`config.mk`:
```
export PLATFORM = sky130hd
export DESIGN_NAME = except_merge_stage
export DESIGN_NICKNAME = d
export VERILOG_FILES = /design/src/rtl/except_merge_stage.sv
export SDC_FILE = /design/constraint.sdc
export NUM_CORES = 1
export LEC_CHECK = 0
export ABC_AREA = 1
export CELL_PAD_IN_SITES_DETAIL_PLACEMENT = 1
export CELL_PAD_IN_SITES_GLOBAL_PLACEMENT = 2
export CORE_AREA = 8 8 232 234
export DETAILED_ROUTE_END_ITERATION = 12
export DIE_AREA = 0 0 240 242
export PLACE_DENSITY_LB_ADDON = 0.1
export SKIP_LAST_GASP = 1
export SLEW_MARGIN = 20
export SYNTH_ARGS = -nofsm -noshare
export SYNTH_HDL_FRONTEND = slang
export SYNTH_SLANG_ARGS = --single-unit
```
`constraint.sdc`:
```
create_clock -name clk -period 1.4 [get_ports clk]
set_input_delay 0.28 -clock clk [delete_from_list [all_inputs] [get_ports clk]]
set_output_delay 0.28 -clock clk [all_outputs]
set_load 0.05 [all_outputs]
```
`src/rtl/except_merge_stage.sv`:
```
// Exception merge stage: picks the highest-priority new exception, merges it with the carried one,
// registers the result and holds a PENDING state until flush. Optional counter: EXCEPT_MERGE_CNT_EN.
module except_merge_stage #(
    parameter int XLEN    = 64,
    parameter int NSRC    = 4,
    parameter int CAUSE_W = 6
) (
    input  logic                    clk,
    input  logic                    rst,
    input  logic                    stall,
    input  logic                    flush,
    input  logic                    valid_i,
    input  logic [XLEN-1:0]         pc_i,
    input  logic                    up_exc_i,
    input  logic [CAUSE_W-1:0]      up_cause_i,
    input  logic [XLEN-1:0]         up_tval_i,
    input  logic [NSRC-1:0]         src_req_i,
    input  logic [NSRC*CAUSE_W-1:0] src_cause_i,
    input  logic [NSRC*XLEN-1:0]    src_tval_i,
    output logic                    exc_o,
    output logic [CAUSE_W-1:0]      cause_o,
    output logic [XLEN-1:0]         epc_o,
    output logic [XLEN-1:0]         tval_o,
    output logic                    exc_new_o,
    output logic                    kill_o,
`ifdef EXCEPT_MERGE_CNT_EN
    output logic [31:0]             exc_cnt_o,
`endif
    output logic                    pending_o
);

    typedef enum logic {IDLE, PENDING} state_t;

    state_t               state_q, state_d;
    logic                 exc_q, exc_d;
    logic [CAUSE_W-1:0]   cause_q, cause_d;
    logic [XLEN-1:0]      epc_q, epc_d;
    logic [XLEN-1:0]      tval_q, tval_d;

    logic                 new_vld;
    logic [CAUSE_W-1:0]   new_cause;
    logic [XLEN-1:0]      new_tval;
    logic                 m_exc;
    logic [CAUSE_W-1:0]   m_cause;
    logic [XLEN-1:0]      m_tval;

    // Scan from the top so the lowest-index request is the last one written.
    always_comb begin
        new_cause = '0;
        new_tval  = '0;
        for (int k = NSRC - 1; k >= 0; k--) begin
            if (src_req_i[k]) begin
                new_cause = src_cause_i[k*CAUSE_W +: CAUSE_W];
                new_tval  = src_tval_i[k*XLEN +: XLEN];
            end
        end
    end

    assign new_vld = valid_i & (|src_req_i);
    // The carried exception is already qualified upstream, so valid_i does not gate it.
    assign m_exc   = up_exc_i | new_vld;
    assign m_cause = up_exc_i ? up_cause_i : new_cause;
    assign m_tval  = up_exc_i ? up_tval_i  : new_tval;

    assign pending_o = (state_q == PENDING);
    assign exc_new_o = new_vld & ~up_exc_i & ~pending_o;
    assign kill_o    = pending_o & valid_i;

    always_comb begin
        state_d = state_q;
        exc_d   = exc_q;
        cause_d = cause_q;
        epc_d   = epc_q;
        tval_d  = tval_q;
        if (flush) begin
            state_d = IDLE;
            exc_d   = 1'b0;
            cause_d = '0;
            epc_d   = '0;
            tval_d  = '0;
        end else if (!stall) begin
            if (state_q == IDLE && m_exc) begin
                state_d = PENDING;
                exc_d   = 1'b1;
                cause_d = m_cause;
                epc_d   = pc_i;
                tval_d  = m_tval;
            end else begin
                // No exception, or a younger instruction behind a pending one.
                exc_d   = 1'b0;
                cause_d = '0;
                epc_d   = '0;
                tval_d  = '0;
            end
        end
    end

    always_ff @(posedge clk or negedge rst) begin
        if (!rst) begin
            state_q <= IDLE;
            exc_q   <= 1'b0;
            cause_q <= '0;
            epc_q   <= '0;
            tval_q  <= '0;
        end else begin
            state_q <= state_d;
            exc_q   <= exc_d;
            cause_q <= cause_d;
            epc_q   <= epc_d;
            tval_q  <= tval_d;
        end
    end

    assign exc_o   = exc_q;
    assign cause_o = cause_q;
    assign epc_o   = epc_q;
    assign tval_o  = tval_q;

`ifdef EXCEPT_MERGE_CNT_EN
    logic [31:0] cnt_q, cnt_d;

    always_comb begin
        cnt_d = cnt_q;
        if (state_q == IDLE && state_d == PENDING && cnt_q != 32'hFFFF_FFFF)
            cnt_d = cnt_q + 32'd1;
    end

    always_ff @(posedge clk or negedge rst) begin
        if (!rst) cnt_q <= '0;
        else      cnt_q <= cnt_d;
    end

    assign exc_cnt_o = cnt_q;
`endif

endmodule

```
==> impl_metrics.ini <==
[outcome]
status = complete, but fails checks
violations = negative setup slack

[critical_path]
crit_buf_inv = 2
cpPeakStageDelay_ns = 0.41
cp_data_arrival_time_ns = 1.38
critPathSlowestCell = dfrtp_2
worstSetupEndpointType = primary output
cp_max_fo = 4
cp-start-kind = register
cp.required_ns = 1.12
reg2reg_depth = 11
path_depth = 3
crit_family = flip-flops
path_cells = buf_6, nor3_4, buf_12
critPathKind = register to primary output

[clock_network]
cts_buffers = 17
cts_sinks = 136
cts_tree = built
path_clk_slew_ns = 0.06
clk-insertion-delay-late_ns = 0.44
clk_path_buf_depth = 2
cts_root_buf = clkbuf_16
cts_max_level = 4

[global_routing]
grt_pass1_wl_mm = 79.8
grt_pass1_vias = 11700
antenna_found_initial = 18
track_usage = 0.186
grt_max_degree = 42
overflow = 0

[cells_and_area]
layout-drive-gt1-share = 0.214
final_area_um2 = 18200
fill_cells = 5920
fin_nets = 2312
instances_no_fill = 2590
finish.utilization = 0.361
areaGrowthSynthToFinish_pct = 117

[place]
place_inst = 2510
portBuffers = 561
place_area_um2 = 16800
dpl.hpwl_mm = 44.3
place_ws_ns = -0.496
place_congestion = 0.864

[pwr]
max-vdd-ir-drop_v = 0.000582
internal_power_w = 0.00972
p_leak_nw = 8.43
combinationalPowerShare = 0.364
powerDensity_nw_per_um2 = 783
pwr-share-seq = 0.309
switching_share = 0.319
switching_power_w = 0.00455
pwr-share-clk = 0.328

[drt]
vias = 10800
ant_nets = 0
first_iter_violations = 392
routed_wl_mm = 56.6
maxUsedRoutingLayer = met5
wl_met3_mm = 4.17
first_pass_iters = 5
route.detailed.drc = 0
wl_met2_mm = 28.4
viasPerCell = 4.18
wl_met1_mm = 22.7
wl_per_cell_um = 21.9

[sta]
max_freq_mhz = 601
period_needed_ns = 1.66
slew_viol_final = 0
setup_violations = 139
grt_setup_unrepaired = yes
fin_crit_sh = 1.19
skew_ns = 0.00669
worstMarginPinSlew_ns = 0.441
hold_viol = 0
hold_slack_ns = 0.305
max_slew_margin = 0.706
fin_ws_ns = -0.264

[floorplanning]
coreArea_um2 = 50500
ioPinCount = 562
dieArea_um2 = 58100
rows = 83
dieWidth_um = 240
die_h_um = 242
initial_core_util = 0.166

[synthesis]
avgSynthCellArea_um2 = 6.54
seq_area_frac_synth = 0.405
ys_warn_count = 0
synthesis.instances = 1285
ys_seq_elements = 136
synth_nets = 1709
synth.distinct_cells = 17
syn_area_um2 = 8400

[hold_path]
min_path_type = input port to asynchronous set/reset pin

[job]
maxCapViolCount = 0
## area by class of cell
| class | count | area [um2] | share of cell area |
|---|---|---|---|
| Multi-Input combinational cell | 974 | 4470 | 0.245 |
| Sequential cell | 136 | 3400 | 0.187 |
| Tap cell | 680 | 851 | 0.0467 |
| Inverter | 77 | 289 | 0.0159 |
| Clock buffer | 20 | 447 | 0.0245 |
| Clock inverter | 9 | 128 | 0.00700 |
| Timing Repair Buffer | 682 | 8610 | 0.472 |
| Antenna cell | 12 | 30.0 | 0.00165 |
## cell usage in the layout (no fill, tap or decap)
cell type,instances
nand2_1,538
clkdlybuf4s50_1,416
a21oi_1,210
buf_12,170
dfrtp_1,135
nand3_1,113
inv_1,72
or2_2,70
buf_4,63
nand3_2,27
clkbuf_16,26
diode_2,12
buf_6,11
nand2_2,9
buf_8,6
inv_2,5
clkinv_2,4
buf_16,4
bufinv_16,3
nor2_1,2
nor3_4,2
clkinv_4,2
clkbuf_1,2
a21oi_4,1
nor2_4,1
o21ai_1,1
clkbuf_8,1
dlygate4sd3_1,1
dlygate4sd2_1,1
buf_2,1
dfrtp_2,1
## final timing paths
path | start | to | slack (ns)
setup / recovery | pending_o$_DFFE_PN0P_ | exc_new_o | -0.26
hold / removal | rst | epc_o[20]$_DFFE_PN0P_ | 0.30
setup reg to reg | pending_o$_DFFE_PN0P_ | tval_o[31]$_DFFE_PN0P_ | -0.26
hold reg to reg | tval_o[33]$_DFFE_PN0P_ | tval_o[33]$_DFFE_PN0P_ | 0.54
max in group asynchronous | rst | tval_o[1]$_DFFE_PN0P_ | 0.55
min in group clk | pc_i[10] | epc_o[10]$_DFFE_PN0P_ | 0.37
## sequential cells by signal (all words and copies together), names as in the netlist
| register | flops |
|---|---|
| cause_o | 6 |
| epc_o | 64 |
| exc_o | 1 |
| pending_o | 1 |
| tval_o | 64 |
## worst register-to-register path: cells and delay by family, from the launching register on
kind / cells / cell delay (ns)
flip-flops: 1 / 0.41
buffers and inverters: 7 / 0.79
AND/OR/NAND/NOR: 3 / 0.28
AO/OA/AOI/OAI: 1 / 0.13
## cells by family after synthesis
logic type,count (synthesis),share of synthesized area
and+or+nand+nor,762,0.383
AOI/OAI and AO/OA,212,0.128
buffers and inverters,175,0.0846
DFF,136,0.405
## synth_stat cells
library cell  number  area share
nand2_1          547        0.24
a21oi_1          210        0.13
nand3_1          140       0.083
dfrtp_1          136        0.41
inv_1             75       0.034
or2_2             70       0.052
clkbuf_1          60       0.027
buf_2             24       0.014
buf_1              7      0.0031
buf_4              6      0.0054
inv_2              2     0.00089
nor2_1             2     0.00089
nor3_1             2      0.0012
a21oi_4            1      0.0019
clkbuf_2           1     0.00060
nor2_2             1     0.00075
o21ai_0            1     0.00060
## power by group through the flow
stage | Sequential, W | Combinational [W] | Clock (W)
floorplan | 0.00514 | 0.00107 | 0
global placement | 0.00447 | 0.00489 | 0
detailed placement | 0.00448 | 0.00492 | 0
CTS | 0.00441 | 0.00509 | 0.00488
global route | 0.00444 | 0.00554 | 0.00501
finish | 0.00441 | 0.00519 | 0.00468
## per-layer routing
metal  GRT usage  vias to the layer above
met2       0.323                      311
li1            -                     5297
met4      0.0548                       10
met5           0                        -
met3      0.0684                       58
met1       0.210                     5149
## through the flow
stage,total power (W),TNS [ns]
floorplan,0.00621,0
global placement,0.00936,-55.09
detailed placement,0.00940,-56.48
CTS,0.0144,-23.33
global route,0.0150,-34.74
finish,0.0143,-24.74
## timing repair
item,CTS,global route
endpoints found under the hold margin,20,0
gates cloned,7,10
endpoints found under the setup margin,42,139
hold buffers,1,0
pin swaps,2,21
gates resized for setup,16,67
setup buffers,11,18
Power figures use the tool's default switching activity.
